[src/rtl/keypad_scan.sv]
// keypad_scan: 4x4 matrix keypad scanner with frame debounce.
// Ports: clk, rst (async active-low), row/col matrix, key/key_valid/key_held/number.
module keypad_scan #(
  parameter int SCAN_DIV = 50000,
  parameter int DEBOUNCE = 4
) (
  input  logic        clk,
  input  logic        rst,
  output logic [3:0]  row,
  input  logic [3:0]  col,
  output logic [3:0]  key,
  output logic        key_valid,
  output logic        key_held,
  output logic [15:0] number
);

  localparam int PW = (SCAN_DIV > 1) ? $clog2(SCAN_DIV) : 1;
  localparam int CW = $clog2(DEBOUNCE + 1);
  localparam logic [PW-1:0] P_LAST = PW'(SCAN_DIV - 1);
  localparam logic [CW-1:0] C_SAT = CW'(DEBOUNCE);

  typedef enum logic {
    ST_NONE,
    ST_KEY
  } stab_e;

  logic [3:0]    sync1, cs;
  logic [PW-1:0] presc, presc_n;
  logic [1:0]    ridx, ridx_n;
  logic [11:0]   fbits, fbits_n;
  logic          cand_hit, cand_hit_n;
  logic [3:0]    cand_code, cand_code_n;
  logic [CW-1:0] cnt, cnt_n;
  stab_e         st, st_n;
  logic [3:0]    st_code, st_code_n;
  logic [3:0]    row_n, key_n;
  logic          valid_n, held_n;
  logic [15:0]   number_n;

  logic          tick, fend;
  logic [15:0]   all_bits;
  logic [4:0]    ones;
  logic          res_hit;
  logic [3:0]    res_code;
  logic          differs;

  assign tick = (presc == P_LAST);
  assign fend = tick && (ridx == 2'd3);

  // Row 3 is never stored: its sample is taken live on the frame-end tick.
  always_comb begin
    all_bits = {~cs, fbits};
    ones     = '0;
    res_code = '0;
    for (int i = 0; i < 16; i++) begin
      if (all_bits[i]) begin
        ones     = ones + 5'd1;
        res_code = 4'(i);
      end
    end
    res_hit = (ones == 5'd1);
    if (!res_hit) res_code = '0;
  end

  always_ff @(posedge clk or negedge rst) begin
    if (!rst) begin
      sync1     <= '0;
      cs        <= '0;
      presc     <= '0;
      ridx      <= '0;
      fbits     <= '0;
      cand_hit  <= 1'b0;
      cand_code <= '0;
      cnt       <= '0;
      st        <= ST_NONE;
      st_code   <= '0;
      row       <= 4'b0111;
      key       <= '0;
      key_valid <= 1'b0;
      key_held  <= 1'b0;
      number    <= '0;
    end else begin
      sync1     <= col;
      cs        <= sync1;
      presc     <= presc_n;
      ridx      <= ridx_n;
      fbits     <= fbits_n;
      cand_hit  <= cand_hit_n;
      cand_code <= cand_code_n;
      cnt       <= cnt_n;
      st        <= st_n;
      st_code   <= st_code_n;
      row       <= row_n;
      key       <= key_n;
      key_valid <= valid_n;
      key_held  <= held_n;
      number    <= number_n;
    end
  end

  always_comb begin
    presc_n     = tick ? '0 : presc + 1'b1;
    ridx_n      = tick ? ridx + 2'd1 : ridx;
    fbits_n     = fbits;
    cand_hit_n  = cand_hit;
    cand_code_n = cand_code;
    cnt_n       = cnt;
    st_n        = st;
    st_code_n   = st_code;
    key_n       = key;
    number_n    = number;
    valid_n     = 1'b0;
    held_n      = key_held;
    differs     = 1'b0;

    if (tick) begin
      case (ridx)
        2'd0:    fbits_n[3:0]  = ~cs;
        2'd1:    fbits_n[7:4]  = ~cs;
        2'd2:    fbits_n[11:8] = ~cs;
        default: ;
      endcase
    end

    if (fend) begin
      if (res_hit == cand_hit && res_code == cand_code) begin
        if (cnt != C_SAT) cnt_n = cnt + 1'b1;
      end else begin
        cand_hit_n  = res_hit;
        cand_code_n = res_code;
        cnt_n       = CW'(1);
      end
      // NONE is held with code 0, so a plain compare catches every change.
      differs = (cand_hit_n != (st == ST_KEY)) ||
                (cand_code_n != st_code);
      if (cnt_n == C_SAT && differs) begin
        if (cand_hit_n) begin
          st_n      = ST_KEY;
          st_code_n = cand_code_n;
          key_n     = cand_code_n;
          number_n  = {number[11:0], cand_code_n};
          valid_n   = 1'b1;
          held_n    = 1'b1;
        end else begin
          st_n      = ST_NONE;
          st_code_n = '0;
          held_n    = 1'b0;
        end
      end
    end

    unique case (ridx_n)
      2'd0:    row_n = 4'b0111;
      2'd1:    row_n = 4'b1011;
      2'd2:    row_n = 4'b1101;
      default: row_n = 4'b1110;
    endcase
  end

endmodule

[config.mk]
export PLATFORM = sky130hd
export DESIGN_NAME = keypad_scan
export DESIGN_NICKNAME = d
export VERILOG_FILES = /design/src/rtl/keypad_scan.sv
export SDC_FILE = /design/constraint.sdc
export NUM_CORES = 1
export LEC_CHECK = 0
export BUFFER_PORTS_ARGS = -buffer_cell sky130_fd_sc_hd__buf_2
export CAP_MARGIN = 20
export CORE_ASPECT_RATIO = 0.6
export CORE_MARGIN = 10
export CORE_UTILIZATION = 55
export CTS_CLUSTER_DIAMETER = 40
export DETAILED_ROUTE_END_ITERATION = 12
export HOLD_SLACK_MARGIN = 0.12
export PLACE_DENSITY_LB_ADDON = 0.05
export SYNTH_ARGS = -nofsm -noshare
export SYNTH_HDL_FRONTEND = slang
export SYNTH_SLANG_ARGS = --single-unit
export TNS_END_PERCENT = 50
[constraint.sdc]
create_clock -name clk -period 24.5 [get_ports clk]
set_clock_uncertainty 0.2 [all_clocks]
set_input_delay 4.9 -clock clk [delete_from_list [all_inputs] [get_ports clk]]
set_output_delay 4.9 -clock clk [all_outputs]
set_load 0.05 [all_outputs]
==> results.sh <==
export IMPL_rsz0062_at_grt="no"
export IMPL_setup_violations=0
export IMPL_cpPeakStageDelay_ps=800
export IMPL_synth_largest_area_cell="dfrtp_1"
export IMPL_setup_ws_ps=12980
export IMPL_power_density_nw_per_um2=51.55
export IMPL_slowest_stage="nor3b_4"
export IMPL_dr_first_iter_drc_count=226
export IMPL_post_cts_buffers=0
export IMPL_clockBufferDepth=2
export IMPL_drv_slew=0
export IMPL_clockRootBuffer="clkbuf_16"
export IMPL_ys_types=73
export IMPL_antenna_cells=0
export IMPL_ios=32
export IMPL_synth_fp_nets=518
export IMPL_synth_top_area_share_pct=36.03
export IMPL_cts_clk_slew_worst_paths_ps=60
export IMPL_viasPerCell=5.416
export IMPL_synthArstFlopShare_pct=100.0
export IMPL_syn_instance_count=490
export IMPL_gp_congestion=0.8375
export IMPL_initial_core_util_pct=56.44
export IMPL_max_freq_mhz=86.78
export IMPL_synthTopCellsByArea="dfrtp_1 36%, ha_1 5.7%, xnor2_1 5.1%"
export IMPL_syn_area_sq_um=4792
export IMPL_area_delta_synth_final_pct=9.948
export IMPL_yosys_warnings=0
export IMPL_cp_end_kind="register"
export IMPL_fin_nets=534
export IMPL_status="finished clean"
export IMPL_r2r_slack_ps=12980
export IMPL_cpMostUsedCell="ha_1"
export IMPL_ir_drop_mv=0.03882
export IMPL_critPathLaunchType="register"
export IMPL_holdBufCountCts=0
export IMPL_cts_resized_gates=0
export IMPL_synth_area_per_cell_sq_um=9.780
export IMPL_grt_overflow=0
export IMPL_min_period_ps=11520
export IMPL_clock_latency_ps=330
export IMPL_htree_levels=3
export IMPL_critPathRequiredTime_ps=24520
export IMPL_track_usage_pct=15.40
export IMPL_power_leakage_nw=2.551
export IMPL_hpwl_mm=7.308
export IMPL_grt_pass1_wl_mm=16.66
export IMPL_antenna_found_initial=0
export IMPL_ant_nets=0
export IMPL_critPathKind="reg2reg"
export IMPL_ys_seq_area_share_pct=37.68
export IMPL_tritoncts="yes"
export IMPL_grt_pass1_vias=3305
export IMPL_io_buffers=31
export IMPL_totalPowerFinal_mw=0.2716
export IMPL_final_common_cell="dfrtp_1"
export IMPL_rows=26
export IMPL_cts_buffers=9
export IMPL_relSlewSlack_pct=41.26
export IMPL_vias=3374
export IMPL_place_ws_ps=13010
export IMPL_tightest_slew_ps=881.1
export IMPL_die_area_sq_um=12970
export IMPL_fin_crit_sh_pct=47.04
export IMPL_maxCapViolCount=0
export IMPL_die_x_microns=140.5
export IMPL_core_area_sq_um=8491
export IMPL_drtPass1Iterations=5
export IMPL_grt_max_degree=73
export IMPL_finalWirelength_mm=9.760
export IMPL_clkSinkCount=72
export IMPL_final_cell_mix="69 x dfrtp_1, 52 x nand2_1, 39 x nor2_1"
export IMPL_die_y_microns=92.31
export IMPL_wl_per_cell_microns=15.67
export IMPL_drive_gt1_share_pct=14.68
export IMPL_num_fill_cells=699
export IMPL_setup_tns_ps=0
export IMPL_synth_edf_count=0
export IMPL_ys_ff_latch=72
export IMPL_finalHoldViolations=0
export IMPL_drc=0
export IMPL_hp_class="reg2reg"
export IMPL_arrival_ps=11540
export IMPL_synth_main_ff_cell="dfrtp_1"
export IMPL_critical_path_max_fanout=17
power breakdown:
group | internal (mW) | leakage, nW | switching, mW
Combinational | 0.00350 | 1.43 | 0.00735
Sequential | 0.120 | 0.963 | 0.00147
Clock | 0.0918 | 0.156 | 0.0478
Total | 0.215 | 2.55 | 0.0566
cells in the mapped netlist (4+ instances only):
cell type / count
o31ai_1: 6
ha_1: 22
a31oi_1: 4
buf_4: 5
mux2_4: 6
mux2_1: 12
dfrtp_1: 69
mux2_2: 4
nor2_1: 39
buf_2: 5
a21oi_1: 12
xor2_1: 26
xnor3_1: 5
inv_1: 23
and2_1: 6
o21ai_0: 24
clkbuf_1: 13
nor2b_1: 8
mux2i_1: 6
nor3_1: 5
nand3_1: 16
or4_1: 4
and3_1: 10
xnor2_1: 28
nand2_1: 52
nor3b_1: 4
nand2b_1: 6
state kept, by name, summed over array words and instances, names as in the netlist:
name       flops
presc         16
number        13
fbits         12
cand_code      4
cs             4
row            4
st_code        4
sync1          4
cnt            3
key            3
ridx           2
cand_hit       1
key_valid      1
st             1
path summary, 6_finish.rpt:
kind,from,to,cells past startpoint
worst max-delay path,fbits[1]$_DFFE_PN0P_,number[3]$_DFFE_PN0P_,50
worst min-delay path,sync1[3]$_DFF_PN0_,cs[3]$_DFF_PN0_,0
worst max register to register,fbits[1]$_DFFE_PN0P_,number[3]$_DFFE_PN0P_,50
worst min register to register,sync1[3]$_DFF_PN0_,cs[3]$_DFF_PN0_,0
max in group asynchronous,rst,fbits[3]$_DFFE_PN0P_,1
min in group asynchronous,rst,cs[0]$_DFF_PN0_,1
stage by stage:
step	instances	instance area, sq um	utilization (%)	hold slack, ps
after CTS	623	5269	62.05	155.8
final	623	5269	62.05	155.9
after detailed placement	607	4945	58.24	137.8
after floorplan	490	4792	-	131.2
after global routing	623	5269	62.05	167.4
after global placement	607	4945	58.24	140.3
kinds of logic (layout without fill, tap and decap cells):
kind of cell,after synthesis,count (layout),synth area share [%]
AOI/OAI and AO/OA,78,78,11.15
xor gates and xnor gates,66,66,15.14
adders and majority gates,23,23,5.953
buffers and inverters,50,71,4.908
DFF,72,72,37.68
muxes,28,28,6.893
and+or+nand+nor,173,173,18.28
metal layers:
layer / vias to the layer above / routed length (microns) / global-route usage [%]
li1: 1719 / - / -
met1: 1596 / 5163 / 22.48
met4: 0 / 44 / 4.024
met2: 50 / 4102 / 21.86
met3: 9 / 450 / 4.131
met5: - / 0 / 0
cell type report:
class / instances / area [sq um] / area share (%)
inverters: 24 / 90.09 / 1.710
well taps: 112 / 140.1 / 2.660
multi-input cells: 368 / 2751 / 52.22
clock inverters: 5 / 81.33 / 1.544
repair buffers: 31 / 157.7 / 2.992
clock buffers: 11 / 242.7 / 4.607
flip-flops and latches: 72 / 1805 / 34.27
worst max-delay path, delay by kind of cell (launching register included):
family	cells	cell delay [ps]
flops	1	400
mux	4	1250
compound gates	10	1430
simple gates	15	2920
xor+xnor	4	930
fa+ha+maj	14	4010
buf+inv	3	230
Power figures use the tool's default switching activity.
